[src/rtl/axi_slave_pkg.sv]
// Shared types and constants for the AXI slave to SRAM bridge.
package axi_slave_pkg;

    localparam int C_AXI_ADDR_WTH = 29;
    localparam int C_AXI_DATA_WTH = 64;
    localparam int C_AXI_ID_WTH   = 4;
    localparam int C_MEM_ADDR_WTH = C_AXI_ADDR_WTH - 3;

    typedef enum logic [1:0] {
        IDLE,
        WR_DATA,
        WR_RESP,
        RD_DATA
    } state_t;

    localparam logic [1:0] RESP_OKAY   = 2'b00;
    localparam logic [1:0] RESP_SLVERR = 2'b10;

    localparam logic [1:0] BURST_FIXED = 2'd0;
    localparam logic [1:0] BURST_INCR  = 2'd1;
    localparam logic [1:0] BURST_WRAP  = 2'd2;

    localparam logic [2:0] SIZE_8B = 3'd3;

    // Only full-width FIXED/INCR bursts are served; anything else is answered with SLVERR.
    function automatic logic req_err(input logic [2:0] size,
                                     input logic [1:0] burst);
        return (size != SIZE_8B) || (burst >= BURST_WRAP);
    endfunction

endpackage

[src/rtl/axi_slave_if.sv]
// AXI channel bundle between our AXI master and the memory bridge.
interface axi_slave_if;
    import axi_slave_pkg::*;

    logic                      awready;
    logic [C_AXI_ID_WTH-1:0]   awid;
    logic [C_AXI_ADDR_WTH-1:0] awaddr;
    logic [7:0]                awlen;
    logic [2:0]                awsize;
    logic [1:0]                awburst;
    logic [3:0]                awcache;
    logic                      awvalid;

    logic                      wready;
    logic [C_AXI_DATA_WTH-1:0] wdata;
    logic [7:0]                wstrb;
    logic                      wlast;
    logic                      wvalid;

    logic [C_AXI_ID_WTH-1:0]   bid;
    logic [1:0]                bresp;
    logic                      bvalid;
    logic                      bready;

    logic                      arready;
    logic [C_AXI_ID_WTH-1:0]   arid;
    logic [C_AXI_ADDR_WTH-1:0] araddr;
    logic [7:0]                arlen;
    logic [2:0]                arsize;
    logic [1:0]                arburst;
    logic [3:0]                arcache;
    logic                      arvalid;

    logic [C_AXI_ID_WTH-1:0]   rid;
    logic [1:0]                rresp;
    logic                      rvalid;
    logic [C_AXI_DATA_WTH-1:0] rdata;
    logic                      rlast;
    logic                      rready;

    modport slave (
        output awready,
        input  awid, awaddr, awlen, awsize, awburst, awcache, awvalid,
        output wready,
        input  wdata, wstrb, wlast, wvalid,
        output bid, bresp, bvalid,
        input  bready,
        output arready,
        input  arid, araddr, arlen, arsize, arburst, arcache, arvalid,
        output rid, rresp, rvalid, rdata, rlast,
        input  rready
    );

    modport master (
        input  awready,
        output awid, awaddr, awlen, awsize, awburst, awcache, awvalid,
        input  wready,
        output wdata, wstrb, wlast, wvalid,
        input  bid, bresp, bvalid,
        output bready,
        input  arready,
        output arid, araddr, arlen, arsize, arburst, arcache, arvalid,
        input  rid, rresp, rvalid, rdata, rlast,
        output rready
    );

endinterface

[src/rtl/axi_slave_rd_fifo.sv]
// Two-entry read-return FIFO carrying {last, data} toward the R channel.
module axi_slave_rd_fifo
    import axi_slave_pkg::*;
#(
    parameter int W = C_AXI_DATA_WTH + 1
) (
    input  logic         clk,
    input  logic         rst,
    input  logic         push,
    input  logic [W-1:0] din,
    input  logic         pop,
    output logic [W-1:0] dout,
    output logic         full,
    output logic         empty,
    output logic [1:0]   count
);

    logic [W-1:0] mem_q [2];
    logic         wp_q;
    logic         rp_q;
    logic [1:0]   cnt_q;

    always_ff @(posedge clk or posedge rst) begin
        if (rst) begin
            wp_q  <= 1'b0;
            rp_q  <= 1'b0;
            cnt_q <= 2'd0;
        end else begin
            if (push) wp_q <= ~wp_q;
            if (pop)  rp_q <= ~rp_q;
            unique case ({push, pop})
                2'b10:   cnt_q <= cnt_q + 2'd1;
                2'b01:   cnt_q <= cnt_q - 2'd1;
                default: cnt_q <= cnt_q;
            endcase
        end
    end

    always_ff @(posedge clk) begin
        if (push) mem_q[wp_q] <= din;
    end

    assign dout  = mem_q[rp_q];
    assign count = cnt_q;
    assign full  = (cnt_q == 2'd2);
    assign empty = (cnt_q == 2'd0);

endmodule

[src/rtl/axi_slave_mem_bridge.sv]
// AXI slave that breaks bursts into single-beat SRAM accesses,
// serving one burst at a time with round-robin read/write arbitration.
module axi_slave_mem_bridge
    import axi_slave_pkg::*;
(
    input  logic                      clk,
    input  logic                      rst,
    axi_slave_if.slave                axi,
    output logic                      mem_en,
    output logic [7:0]                mem_we,
    output logic [C_MEM_ADDR_WTH-1:0] mem_addr,
    output logic [C_AXI_DATA_WTH-1:0] mem_wdata,
    input  logic [C_AXI_DATA_WTH-1:0] mem_rdata
);

    state_t state_q;
    state_t state_d;

    logic                      ptr_wr_q;
    logic [C_AXI_ID_WTH-1:0]   id_q;
    logic [C_MEM_ADDR_WTH-1:0] cur_q;
    logic [7:0]                len_q;
    logic                      err_q;
    logic                      fixed_q;
    logic [8:0]                cnt_q;
    logic                      infl_q;
    logic                      infl_last_q;

    logic aw_go;
    logic ar_go;
    logic at_last;
    logic issue;
    logic pop;
    logic [2:0] occ;

    logic                      fifo_full;
    logic                      fifo_empty;
    logic [1:0]                fifo_count;
    logic [C_AXI_DATA_WTH:0]   fifo_din;
    logic [C_AXI_DATA_WTH:0]   fifo_dout;

    // Ready is held low during reset even though the FSM already sits in IDLE.
    assign aw_go = !rst && axi.awvalid && (!axi.arvalid || ptr_wr_q);
    assign ar_go = !rst && axi.arvalid && (!axi.awvalid || !ptr_wr_q);

    assign at_last = (cnt_q == {1'b0, len_q});
    assign occ     = {1'b0, fifo_count} + {2'b00, infl_q};

    always_ff @(posedge clk or posedge rst) begin
        if (rst) state_q <= IDLE;
        else     state_q <= state_d;
    end

    always_comb begin
        state_d     = state_q;
        axi.awready = 1'b0;
        axi.arready = 1'b0;
        axi.wready  = 1'b0;
        axi.bvalid  = 1'b0;
        mem_en      = 1'b0;
        mem_we      = 8'h00;
        issue       = 1'b0;
        pop         = 1'b0;
        unique case (state_q)
            IDLE: begin
                axi.awready = aw_go;
                axi.arready = ar_go;
                if (aw_go)      state_d = WR_DATA;
                else if (ar_go) state_d = RD_DATA;
            end
            WR_DATA: begin
                axi.wready = 1'b1;
                if (axi.wvalid) begin
                    mem_en = 1'b1;
                    mem_we = err_q ? 8'h00 : axi.wstrb;
                    if (at_last) state_d = WR_RESP;
                end
            end
            WR_RESP: begin
                axi.bvalid = 1'b1;
                if (axi.bready) state_d = IDLE;
            end
            RD_DATA: begin
                // Error bursts still walk the issue slots so timing matches, minus the access.
                issue  = (cnt_q <= {1'b0, len_q}) && (occ < 3'd2);
                mem_en = issue && !err_q;
                pop    = !fifo_empty && axi.rready;
                if (pop && fifo_dout[C_AXI_DATA_WTH]) state_d = IDLE;
            end
        endcase
    end

    always_ff @(posedge clk or posedge rst) begin
        if (rst) begin
            ptr_wr_q    <= 1'b1;
            id_q        <= '0;
            cur_q       <= '0;
            len_q       <= 8'd0;
            err_q       <= 1'b0;
            fixed_q     <= 1'b0;
            cnt_q       <= 9'd0;
            infl_q      <= 1'b0;
            infl_last_q <= 1'b0;
        end else begin
            infl_q      <= issue;
            infl_last_q <= issue && at_last;
            unique case (state_q)
                IDLE: begin
                    if (aw_go) begin
                        id_q    <= axi.awid;
                        cur_q   <= axi.awaddr[C_AXI_ADDR_WTH-1:3];
                        len_q   <= axi.awlen;
                        err_q   <= req_err(axi.awsize, axi.awburst);
                        fixed_q <= (axi.awburst == BURST_FIXED);
                        cnt_q   <= 9'd0;
                    end else if (ar_go) begin
                        id_q    <= axi.arid;
                        cur_q   <= axi.araddr[C_AXI_ADDR_WTH-1:3];
                        len_q   <= axi.arlen;
                        err_q   <= req_err(axi.arsize, axi.arburst);
                        fixed_q <= (axi.arburst == BURST_FIXED);
                        cnt_q   <= 9'd0;
                    end
                end
                WR_DATA: begin
                    if (axi.wvalid) begin
                        cnt_q <= cnt_q + 9'd1;
                        if (!fixed_q) cur_q <= cur_q + 1'b1;
                        if (axi.wlast != at_last) err_q <= 1'b1;
                    end
                end
                WR_RESP: begin
                    if (axi.bready) ptr_wr_q <= 1'b0;
                end
                RD_DATA: begin
                    if (issue) begin
                        cnt_q <= cnt_q + 9'd1;
                        if (!fixed_q) cur_q <= cur_q + 1'b1;
                    end
                    if (pop && fifo_dout[C_AXI_DATA_WTH]) ptr_wr_q <= 1'b1;
                end
            endcase
        end
    end

    assign fifo_din = {infl_last_q, (err_q ? {C_AXI_DATA_WTH{1'b0}} : mem_rdata)};

    axi_slave_rd_fifo #(
        .W(C_AXI_DATA_WTH + 1)
    ) u_rd_fifo (
        .clk   (clk),
        .rst   (rst),
        .push  (infl_q),
        .din   (fifo_din),
        .pop   (pop),
        .dout  (fifo_dout),
        .full  (fifo_full),
        .empty (fifo_empty),
        .count (fifo_count)
    );

    assign mem_addr  = cur_q;
    assign mem_wdata = axi.wdata;

    assign axi.bid    = id_q;
    assign axi.bresp  = (state_q == WR_RESP && err_q) ? RESP_SLVERR : RESP_OKAY;
    assign axi.rid    = id_q;
    assign axi.rvalid = !fifo_empty;
    assign axi.rresp  = (!fifo_empty && err_q) ? RESP_SLVERR : RESP_OKAY;
    assign axi.rdata  = fifo_empty ? '0 : fifo_dout[C_AXI_DATA_WTH-1:0];
    assign axi.rlast  = !fifo_empty && fifo_dout[C_AXI_DATA_WTH];

    logic unused_ok;
    assign unused_ok = ^{axi.awcache, axi.arcache, axi.awaddr[2:0],
                         axi.araddr[2:0], fifo_full};

endmodule
[src/flat_wrapper.sv]
// flat-port wrapper written by rule: the top's interface ports become plain ports
module axi_slave_mem_bridge_flat import axi_slave_pkg::*;
  (clk, rst, mem_en, mem_we, mem_addr, mem_wdata, mem_rdata, axi_awready, axi_awid, axi_awaddr, axi_awlen, axi_awsize, axi_awburst, axi_awcache, axi_awvalid, axi_wready, axi_wdata, axi_wstrb, axi_wlast, axi_wvalid, axi_bid, axi_bresp, axi_bvalid, axi_bready, axi_arready, axi_arid, axi_araddr, axi_arlen, axi_arsize, axi_arburst, axi_arcache, axi_arvalid, axi_rid, axi_rresp, axi_rvalid, axi_rdata, axi_rlast, axi_rready);
  axi_slave_if axi_i ();
  input  logic clk;
  input  logic rst;
  output logic mem_en;
  output logic [7:0] mem_we;
  output logic [C_MEM_ADDR_WTH-1:0] mem_addr;
  output logic [C_AXI_DATA_WTH-1:0] mem_wdata;
  input  logic [C_AXI_DATA_WTH-1:0] mem_rdata;
  output wire logic [$bits(axi_i.awready)-1:0] axi_awready;
  input wire logic [$bits(axi_i.awid)-1:0] axi_awid;
  input wire logic [$bits(axi_i.awaddr)-1:0] axi_awaddr;
  input wire logic [$bits(axi_i.awlen)-1:0] axi_awlen;
  input wire logic [$bits(axi_i.awsize)-1:0] axi_awsize;
  input wire logic [$bits(axi_i.awburst)-1:0] axi_awburst;
  input wire logic [$bits(axi_i.awcache)-1:0] axi_awcache;
  input wire logic [$bits(axi_i.awvalid)-1:0] axi_awvalid;
  output wire logic [$bits(axi_i.wready)-1:0] axi_wready;
  input wire logic [$bits(axi_i.wdata)-1:0] axi_wdata;
  input wire logic [$bits(axi_i.wstrb)-1:0] axi_wstrb;
  input wire logic [$bits(axi_i.wlast)-1:0] axi_wlast;
  input wire logic [$bits(axi_i.wvalid)-1:0] axi_wvalid;
  output wire logic [$bits(axi_i.bid)-1:0] axi_bid;
  output wire logic [$bits(axi_i.bresp)-1:0] axi_bresp;
  output wire logic [$bits(axi_i.bvalid)-1:0] axi_bvalid;
  input wire logic [$bits(axi_i.bready)-1:0] axi_bready;
  output wire logic [$bits(axi_i.arready)-1:0] axi_arready;
  input wire logic [$bits(axi_i.arid)-1:0] axi_arid;
  input wire logic [$bits(axi_i.araddr)-1:0] axi_araddr;
  input wire logic [$bits(axi_i.arlen)-1:0] axi_arlen;
  input wire logic [$bits(axi_i.arsize)-1:0] axi_arsize;
  input wire logic [$bits(axi_i.arburst)-1:0] axi_arburst;
  input wire logic [$bits(axi_i.arcache)-1:0] axi_arcache;
  input wire logic [$bits(axi_i.arvalid)-1:0] axi_arvalid;
  output wire logic [$bits(axi_i.rid)-1:0] axi_rid;
  output wire logic [$bits(axi_i.rresp)-1:0] axi_rresp;
  output wire logic [$bits(axi_i.rvalid)-1:0] axi_rvalid;
  output wire logic [$bits(axi_i.rdata)-1:0] axi_rdata;
  output wire logic [$bits(axi_i.rlast)-1:0] axi_rlast;
  input wire logic [$bits(axi_i.rready)-1:0] axi_rready;
  assign axi_awready = axi_i.awready;
  assign axi_i.awid = axi_awid;
  assign axi_i.awaddr = axi_awaddr;
  assign axi_i.awlen = axi_awlen;
  assign axi_i.awsize = axi_awsize;
  assign axi_i.awburst = axi_awburst;
  assign axi_i.awcache = axi_awcache;
  assign axi_i.awvalid = axi_awvalid;
  assign axi_wready = axi_i.wready;
  assign axi_i.wdata = axi_wdata;
  assign axi_i.wstrb = axi_wstrb;
  assign axi_i.wlast = axi_wlast;
  assign axi_i.wvalid = axi_wvalid;
  assign axi_bid = axi_i.bid;
  assign axi_bresp = axi_i.bresp;
  assign axi_bvalid = axi_i.bvalid;
  assign axi_i.bready = axi_bready;
  assign axi_arready = axi_i.arready;
  assign axi_i.arid = axi_arid;
  assign axi_i.araddr = axi_araddr;
  assign axi_i.arlen = axi_arlen;
  assign axi_i.arsize = axi_arsize;
  assign axi_i.arburst = axi_arburst;
  assign axi_i.arcache = axi_arcache;
  assign axi_i.arvalid = axi_arvalid;
  assign axi_rid = axi_i.rid;
  assign axi_rresp = axi_i.rresp;
  assign axi_rvalid = axi_i.rvalid;
  assign axi_rdata = axi_i.rdata;
  assign axi_rlast = axi_i.rlast;
  assign axi_i.rready = axi_rready;
  axi_slave_mem_bridge u_core (.clk(clk), .rst(rst), .axi(axi_i), .mem_en(mem_en), .mem_we(mem_we), .mem_addr(mem_addr), .mem_wdata(mem_wdata), .mem_rdata(mem_rdata));
endmodule
[config.mk]
export PLATFORM = sky130hd
export DESIGN_NAME = axi_slave_mem_bridge_flat
export DESIGN_NICKNAME = d
export VERILOG_FILES = /design/src/rtl/axi_slave_pkg.sv /design/src/rtl/axi_slave_if.sv /design/src/rtl/axi_slave_rd_fifo.sv /design/src/rtl/axi_slave_mem_bridge.sv /design/src/flat_wrapper.sv
export SDC_FILE = /design/constraint.sdc
export NUM_CORES = 1
export LEC_CHECK = 0
export ABC_CLOCK_PERIOD_IN_PS = 4200
export CAP_MARGIN = 20
export CORE_ASPECT_RATIO = 1.75
export CORE_MARGIN = 8
export CORE_UTILIZATION = 43
export CTS_CLUSTER_SIZE = 24
export DETAILED_ROUTE_END_ITERATION = 16
export PLACE_DENSITY = 0.93
export SETUP_SLACK_MARGIN = 0.1
export SYNTH_ARGS = -nofsm -noshare
export SYNTH_HDL_FRONTEND = slang
export SYNTH_SLANG_ARGS = --single-unit
[constraint.sdc]
create_clock -name clk -period 4.2 [get_ports clk]
set_input_delay 0.84 -clock clk [delete_from_list [all_inputs] [get_ports clk]]
set_output_delay 0.84 -clock clk [all_outputs]
set_load 0.03 [all_outputs]
# == Yosys cells after proc, flatten, opt, wreduce, memory -nomap -nowiden ==
# Memory sizes are Yosys's and may differ from the RTL's.
# Cells that the tools add are included.
# totals
ff_bits,58
ram_bits,130
output_inout_bits,181
word_cells,129
mem_count,1
# op_classes
addsub,5
order_cmp,4
eq_ne,17
mux,50
n_bitwise,2
reduce_logical,37
# memory_table
memory,depth,word_bits,rd,rd_clocked_by_memory_dff,write_ports,line_no,text
u_core.u_rd_fifo.mem_q,2,65,1,0,1,axi_slave_rd_fifo.sv:18,logic [W-1:0] mem_q [2];
# ops
operator,n
$mux 26,5
$mux 64,2
$pmux 26 s3,1
$mux 8,5
$mux 9,4
$pmux 9 s3,1
$add 26x1->26 const B,1
$mux 1,17
$mux 2,8
$logic_and 1x1->1,13
$ne 2x1->1 const B,5
$add 9x1->9 const B,1
$eq 9x8->1,1
$le 9x8->1,1
$logic_not 2->1,4
$mux 4,2
$pmux 2 s4,1
$reduce_and 4->1,2
$reduce_bool 2->1,4
$eq 2x2->1 const B,3
$logic_not 1->1,6
$ne 3x2->1 const B,2
$pmux 1 s2,3
$reduce_and 5->1,1
15 further kinds,22

# == Logic depth before layout (Yosys ltp) ==
# Gate-level depths: netlist of the first run.
# logic_depth
word_depth,7
mapped_depth,10

# == Hierarchy ==
# Synthesis of the first run repeated with hierarchy kept, for this count alone.
# hier_totals
hier_cells,914
hier_area_um2,10158.5
# by_module_without_submodules
mod,n_inst,cells_each,area_each_um2,seq_area_each_um2
axi_slave_mem_bridge,1,695,5118.7,1352.5
axi_slave_rd_fifo,1,219,5039.8,4003.8

# == Least setup slack after synthesis of the first run ==
# Ideal clock, no wire load.
# synth_timing
kind,input -> output
from,in rst
to,out axi_awready
arrival_time_ns,3.662
required_time_ns,3.360
path_slack_ns,-0.302
cell_stages,5
path_buffers,2
cell_sequence,inv_1 nand3_1 clkbuf_1 buf_1 nor3_1
# synth_between
elab_chain_len,4
# synth_lines
item,line_no,text
start: declaration,flat_wrapper.sv:6,input logic rst;
$logic_not 1->1,axi_slave_mem_bridge.sv:43,assign aw_go = !rst && axi.awvalid && (!axi.arvalid || ptr_wr_q);
$logic_and 1x1->1 (2 in a row),axi_slave_mem_bridge.sv:43,
$mux 1,axi_slave_mem_bridge.sv:64,unique case (state_q)
end: declaration,flat_wrapper.sv:12,output wire logic [$bits(axi_i.awready)-1:0] axi_awready;
# Every way passes these cells.

# == Worst setup path after layout of the first run ==
# layout_timing
from,reg u_core.state_q[0]
to,out mem_en
# layout_between
elab_chain_len,2
word_cells_on_any_way,3
classes_between,eq/ne (2); mux (1)
# layout_lines
item,line_no,text
start: declaration,axi_slave_mem_bridge.sv:16,state_t state_q;
start signal: assignment,axi_slave_mem_bridge.sv:51,else state_q <= state_d;
$eq 2x2->1 or $eq 2x1->1 (tied branches),axi_slave_mem_bridge.sv:64,
$pmux 1 s2 *,axi_slave_mem_bridge.sv:64,
end: declaration,flat_wrapper.sv:7,output logic mem_en;
# Mark *: on every way between the ends. The rest lies on a longest branch, timed or not.

==> impl_metrics.ini, run 1 <==
[clocking]
numCtsBuffers = 17
clock_latency_ps = 430
cts_tree = done
cts_hold_buffers = 0
root_buffer = clkbuf_16
cts.sinks = 188
clock_input_transition_at_the_sequential_cells_of_the_worst_setup_and_hold_paths_ps = 70
post-cts-setup-buffer-count = 0
cts-resized-gates = 0
cts_htree_levels = 4
max-clock-path-buffers = 2

[floorplanning]
boundaryPins = 425
coreArea_um2 = 22200
die_height_um = 215
fp.dieArea_um2 = 27800
placementRows = 72
die_x_um = 129
initial_core_util_pct = 43.7

[final_layout]
seqCellArea_um2 = 5360
multiInputGateArea_um2 = 3580
insertedDiodeCount = 0
design.final.nets = 1363
final.fill_count = 1822
area.growth.synth_to_final_pct = 33.5
final_layout_size_suffix_gt1_share_pct = 6.88

[routing]
detail_route.first_pass.iterations = 5
drt_iter0_drc = 435
vias = 7690
drt-wirelength-per-cell_um = 22.2
avgViaCountPerCell = 5.43
wirelength_mm = 31.4
drt_drc_violations_left = 0
postRouteAntennaNets = 0

[critical_path]
worst_ep_required_time_ps = 3360
worst-path-max-fanout = 28
cp_cell_sequence = inv_2 > a211oi_2 > and2_1 > nand2_1 > o21ai_0 > buf_4 > buf_12
crit_path_end_kind = output port
timing.rr.start = u_core.state_q[0]
critPathMaxStageDelay_ps = 750
timing.setup.critical_path_class = flop to output port
critPathArrivalTime_ps = 2830
top_family_by_delay_on_critical_path = flip-flops
critical_path.reg2reg.endpoint = u_core.mem_addr[18]
crit_buf_inv = 3
r2r_slack_ps = 1230
crit_path_top_delay_cell = dfrtp_1
critPathLaunchType = flop
reg2reg_depth = 7

[timing]
setup_viol_count_final = 0
fmax_mhz = 272
setup_total_negative_slack_ps = 0
finalMaxSlewViolations = 0
hold_viol = 0
transition_time_at_the_pin_with_the_least_slew_margin_ps = 996
hold_ws_ps = 458
period_needed_ps = 3670
max-slew-margin-rel_pct = 33.6
post-route-period-util_pct = 87.4
grt_setup_unrepaired = no
finalClockSkew_ps = 10.6

[yosys]
post_synth_instance_area_um2 = 9690
synthFlopType = edfxtp_1
syn-instance-count = 910
sequential_cell_area_fraction_in_the_yosys_report_pct = 55.3
postSynth.asyncResetShare_pct = 30.9
synth_enable_flop_cells = 130
top_area_cell_type_share_of_the_netlist_area_pct = 40.3
avgSynthCellArea_um2 = 10.7
synth_cell_type_count = 60
synth.yosys.warnings = 0
yosys_register_bits = 188
synth_area_leaders = edfxtp_1, dfrtp_1, mux2i_1
netlist.top_cell.by_area = edfxtp_1

[worst_hold_path]
holdCritPathClass = flop to flop
min_to = u_core.u_rd_fifo.mem_q[1][64]
min_path_cells = 0
holdCritStartpoint = u_core.infl_last_q

[global_routing]
grt-ovfl-total = 0
wire_length_of_the_first_global_routing_pass_mm = 45.8
grt.total_usage_pct = 22.1
antenna_found_initial = 3
first_global_vias = 7891
pin_count_of_the_biggest_net_entering_global_routing = 66

[pwr]
p_leak_nw = 4.92
total_power_mw = 8.68
worst_case_vdd_ir_drop_mv = 0.402
power.density_cell_area_nw_per_um2 = 671

[outcome]
run_status = complete, no violations

[job]
max_cap_violations = 0

[placed_design]
dpl.hpwl_mm = 24.0
io_buffer_count = 280
gp_congestion = 0.945
==> worst max path at each step <==
stage                 startpoint     endpoint  slack, ps  depth (start not counted)
5_1_grt        u_core.state_q[0]       mem_en        410                          7
2_1_floorplan                rst  axi_awready        420                          5
4_1_cts        u_core.state_q[0]       mem_en        540                          7
3_5_place_dp         axi_awvalid    mem_we[0]        690                          7
6_report       u_core.state_q[0]       mem_en        530                          7
3_3_place_gp         axi_awvalid    mem_we[0]        760                          7
==> synthesized netlist by cell type (all sizes together) (3+ instances only) <==
library cell and n:
ha 11, o22a 3, a211o 8, a21oi 33
mux2i 73, buf 85, and3 7, or4 12
nor2 94, xnor2 3, or3 7, xor2 3
nor3 9, o211ai 4, clkbuf 35, inv 19
dfrtp 57, nand2 115, o22ai 5, o21ai 24
o221ai 4, nand4 6, a31oi 23, nor2b 66
a221o 3, nand3 22, edfxtp 130, o21a 3
nor4b 5, and2 12
==> cell usage in the layout, fill, tap and decap left out, drive strengths merged, types with 8 or more instances in the layout <==
| cell type | instances |
|---|---|
| a211o | 8 |
| a21oi | 33 |
| a31oi | 23 |
| and2 | 12 |
| buf | 27 |
| clkbuf | 17 |
| clkdlybuf4s50 | 271 |
| dfrtp | 57 |
| edfxtp | 130 |
| ha | 11 |
| inv | 25 |
| mux2i | 73 |
| nand2 | 115 |
| nand3 | 22 |
| nor2 | 94 |
| nor2b | 66 |
| nor3 | 9 |
| o21ai | 24 |
| or4 | 12 |
==> power breakdown <==
group / switching [mW] / internal (mW)
sequential: 0.466 / 2.41
clock: 0.741 / 0.777
combinational: 2.51 / 1.77
total: 3.71 / 4.96
==> routing by layer <==
layer	global-route usage [%]	wire length, µm
met5	0	39
met4	16.5	2300
met3	13.5	4730
met2	35.4	14800
met1	19.5	9550
==> layout make-up <==
type                            count  area share (%)
Inverter                           19           0.580
Multi-Input combinational cell    584            27.7
Clock inverter                     14           0.986
Clock buffer                       17            3.29
Tap cell                          296            2.86
Sequential cell                   188            41.4
Timing Repair Buffer              298            23.2
==> metrics by stage <==
stage          cell area (µm²)  utilization [%]  setup WS [ps]  cells
4_1_cts                  12900             58.4            537   1416
6_report                 12900             58.4            529   1416
3_5_place_dp             12400             55.9            693   1385
2_1_floorplan             9700                -            424    911
5_1_grt                  12900             58.4            412   1416
3_3_place_gp             12400             55.9            756   1385
==> state kept, by name (all words and copies together), names as in the netlist <==
| name | count |
|---|---|
| u_core.u_rd_fifo.mem_q | 130 |
| u_core.mem_addr | 26 |
| u_core.cnt_q | 9 |
| u_core.len_q | 8 |
| u_core.axi.bid | 4 |
| u_core.state_q | 2 |
| u_core.u_rd_fifo.count | 2 |
| u_core.err_q | 1 |
| u_core.fixed_q | 1 |
| u_core.infl_last_q | 1 |
| u_core.infl_q | 1 |
| u_core.ptr_wr_q | 1 |
| u_core.u_rd_fifo.rp_q | 1 |
| u_core.u_rd_fifo.wp_q | 1 |
==> worst register-to-register path: stages, from the launching register on <==
cell	delay [ps]
dfrtp_1	750
inv_2	400
a211o_1	470
a21oi_1	260
a31oi_4	170
buf_4	290
or4_1	460
nand3_1	100
==> kinds of logic after synthesis <==
| logic type | after synthesis | share of synthesized area, % |
|---|---|---|
| simple gates | 368 | 18.6 |
| compound gates | 122 | 8.11 |
| other cells | 1 | 0.0387 |
| buf+inv | 139 | 8.21 |
| fa+ha+maj | 11 | 1.42 |
| xor+xnor | 6 | 0.542 |
| flops | 188 | 55.3 |
| mux | 75 | 7.77 |
No activity file was read; power rests on OpenSTA's default activity.
==> inputs of run 2 (changes only) <==
--- a/config.mk
+++ b/config.mk
@@ -5,14 +5,15 @@
 export SDC_FILE = /design/constraint.sdc
 export NUM_CORES = 1
 export LEC_CHECK = 0
-export ABC_CLOCK_PERIOD_IN_PS = 4200
-export CAP_MARGIN = 20
+export ABC_CLOCK_PERIOD_IN_PS = 3100
+export CAP_MARGIN = 5
 export CORE_ASPECT_RATIO = 1.75
 export CORE_MARGIN = 8
-export CORE_UTILIZATION = 43
+export CORE_UTILIZATION = 39
 export CTS_CLUSTER_SIZE = 24
 export DETAILED_ROUTE_END_ITERATION = 16
-export PLACE_DENSITY = 0.93
+export MAX_ROUTING_LAYER = met4
+export PLACE_DENSITY = 0.89
 export SETUP_SLACK_MARGIN = 0.1
 export SYNTH_ARGS = -nofsm -noshare
 export SYNTH_HDL_FRONTEND = slang
==> constraint.sdc (replaced) <==
create_clock -name clk -period 3.1 [get_ports clk]
set_input_delay 0.62 -clock clk [delete_from_list [all_inputs] [get_ports clk]]
set_output_delay 0.62 -clock clk [all_outputs]
set_load 0.03 [all_outputs]
==> run 2 against run 1 <==
Via count increased by 0.75%. Worst hold slack got worse by 4.6 ps. Critical path type unchanged. Global-route usage shrank 1.6 points. Count of clock-buffer cells in the layout is 2 higher. Clock skew increased by 1.5 ps. Highest routed layer is now met4. Core utilization decreased by 4.4 points. Sequential power grew 34%.
==> impl_metrics.ini, run 2 (synthesis results as in run 1) <==
[outcome]
run_status = complete, no violations

[timing]
fmax_mhz = 325
setup_total_negative_slack_ps = 0
transition_time_at_the_pin_with_the_least_slew_margin_ps = 938
finalClockSkew_ps = 12.1
max-slew-margin-rel_pct = 37.5
hold_viol = 0
finalMaxSlewViolations = 0
setup_viol_count_final = 0
post-route-period-util_pct = 99.1
period_needed_ps = 3070
fin_ws_ps = 27.1
grt_setup_unrepaired = yes

[critical_path]
timing.rr.start = u_core.cnt_q[7]
crit_path_end_kind = output port
critPathLaunchType = flop
r2r_slack_ps = 300
timing.setup.critical_path_class = flop to output port
reg2reg_depth = 9
critPathArrivalTime_ps = 2450
cp_cell_sequence = ha_4 > and4b_1 > or3b_4 > o211ai_4 > and2_4 > nand2_4 > o21ai_2 > buf_6
critPathMaxStageDelay_ps = 420
worst_ep_required_time_ps = 2480
critical_path.reg2reg.endpoint = u_core.cnt_q[7]
crit_path_top_delay_cell = dfrtp_1
worst-path-max-fanout = 2

[worst_hold_path]
min_path_cells = 0
holdCritPathClass = flop to flop
holdCritStartpoint = u_core.infl_last_q
min_to = u_core.u_rd_fifo.mem_q[0][64]

[floorplanning]
boundaryPins = 425
die_height_um = 225
coreArea_um2 = 24500
fp.dieArea_um2 = 30300
initial_core_util_pct = 39.5
placementRows = 76
die_x_um = 135

[placed_design]
placement.setup.worst_slack_ps = 63.5
dpl-instance-area_um2 = 12500
gp_congestion = 0.913
placed_cells_incl_taps = 1412
dpl.hpwl_mm = 22.7
io_buffer_count = 280

[routing]
drt_iter0_drc = 370
avgViaCountPerCell = 5.30
wirelength_mm = 30.2
top_routing_layer_used = met4
drt_drc_violations_left = 0
vias = 7748
detail_route.wirelength.met1_mm = 9.96
drt-wirelength-per-cell_um = 20.7
detail_route.first_pass.iterations = 5
met2WireLength_mm = 14.9
routed-wl-met3_mm = 2.85
postRouteAntennaNets = 0

[global_routing]
grt-ovfl-total = 0
first_global_vias = 8180
pin_count_of_the_biggest_net_entering_global_routing = 66
wire_length_of_the_first_global_routing_pass_mm = 45.6
grt.total_usage_pct = 20.4
antenna_found_initial = 4

[pwr]
total_power_mw = 12.1
power.share.sequential_pct = 31.7
p_comb_share_pct = 49.7
internal-power_mw = 7.03
netSwitchingFraction_pct = 42.1
power.net_switching_mw = 5.11
worst_case_vdd_ir_drop_mv = 0.535
power.density_cell_area_nw_per_um2 = 917
p_leak_nw = 5.10
clockPowerShare_pct = 18.6

[clocking]
numCtsBuffers = 17
cts_tree = done
cts_hold_buffers = 0
max-clock-path-buffers = 2
cts.sinks = 188
cts_htree_levels = 4
root_buffer = clkbuf_16
clock_input_transition_at_the_sequential_cells_of_the_worst_setup_and_hold_paths_ps = 70
clock_latency_ps = 450

[final_layout]
post_layout_nonfiller_instances = 1461
design.final.nets = 1387
largest_register_ffs = 130
final.fill_count = 2066
largest-register = u_core.u_rd_fifo.mem_q
postLayoutCellArea_um2 = 13200
most-common-layout-cells = clkdlybuf4s50_1, edfxtp_1, nand2_1
most_common_cell_after_layout_fill_and_taps_aside = clkdlybuf4s50_1
final_layout_size_suffix_gt1_share_pct = 9.52
area.growth.synth_to_final_pct = 36.6

[job]
max_cap_violations = 0
[run 2: cell types whose count changed in the layout (fill, tap and decap cells not counted), moves of 2 or more]
cell             previous run  this run
buf_4                      20        44
clkinvlp_4                  4         2
clkdlybuf4s50_1           271       268
diode_2                     0         4
buf_6                       0         2
bufinv_16                   0         2
dlymetal6s2s_1              0         2
clkbuf_1                    0         2
[run 2: how the worst max path moves through the flow]
stage	from	end	slack, ps
after CTS	u_core.cnt_q[6]	mem_en	3
final	u_core.cnt_q[7]	mem_en	30
after global placement	rst	u_core.mem_addr[21]	120
after global routing	u_core.cnt_q[7]	mem_en	-100
after detailed placement	rst	u_core.mem_addr[21]	60
after floorplan	rst	axi_awready	-240
[run 2: final cells by class]
class	count	area [µm²]	share of cell area, %
Clock buffer	19	433	3.27
Tap cell	312	390	2.95
Sequential cell	188	5360	40.5
Inverter	19	75.1	0.567
Clock inverter	13	170	1.28
Timing Repair Buffer	322	3180	24.0
Antenna cell	4	10.0	0.0756
Multi-Input combinational cell	584	3620	27.3
[run 2: worst max-delay path, delay by kind of cell, from the launching register on]
family | cells | cell delay (ps)
AO/OA/AOI/OAI | 2 | 270
flip-flops | 1 | 420
adder cells (fa/ha/maj) | 1 | 280
AND/OR/NAND/NOR | 4 | 890
buffers and inverters | 1 | 150
[run 2: stage by stage]
stage                     hold WS (ps)  util (%)
final                              453      54.0
after global routing               462      54.0
after global placement             426      50.8
after CTS                          450      53.7
after detailed placement           434      50.8
after floorplan                    420         -
[run 2: metal layers]
| layer | vias to the layer above | track usage [%] |
|---|---|---|
| met2 | 353 | 33.0 |
| met1 | 3633 | 19.0 |
| li1 | 3609 | - |
| met3 | 153 | 6.93 |
| met4 | 0 | 17.7 |
| met5 | - | - |
[run 2: repair_timing]
item | CTS | global route
gates resized for setup | 5 | 9
buffers inserted | 10 | 3
setup endpoints to repair | 60 | 10
pin swaps | 5 | 5
[run 2: power groups by stage]
stage / clock network (mW) / logic (mW) / registers, mW
after global routing: 2.41 / 6.43 / 3.92
after floorplan: 0 / 3.40 / 4.04
final: 2.25 / 6.04 / 3.85
after detailed placement: 0 / 5.90 / 3.91
after CTS: 2.31 / 6.07 / 3.84
after global placement: 0 / 5.79 / 3.88
==> inputs of run 3 (changes only) <==
--- a/config.mk
+++ b/config.mk
@@ -15,6 +15,8 @@
 export MAX_ROUTING_LAYER = met4
 export PLACE_DENSITY = 0.89
 export SETUP_SLACK_MARGIN = 0.1
+export SLEW_MARGIN = 10
 export SYNTH_ARGS = -nofsm -noshare
 export SYNTH_HDL_FRONTEND = slang
 export SYNTH_SLANG_ARGS = --single-unit
+export TNS_END_PERCENT = 100
==> results of run 3 <==
The final DEF is identical to that of run 2; final timing and power are the same.
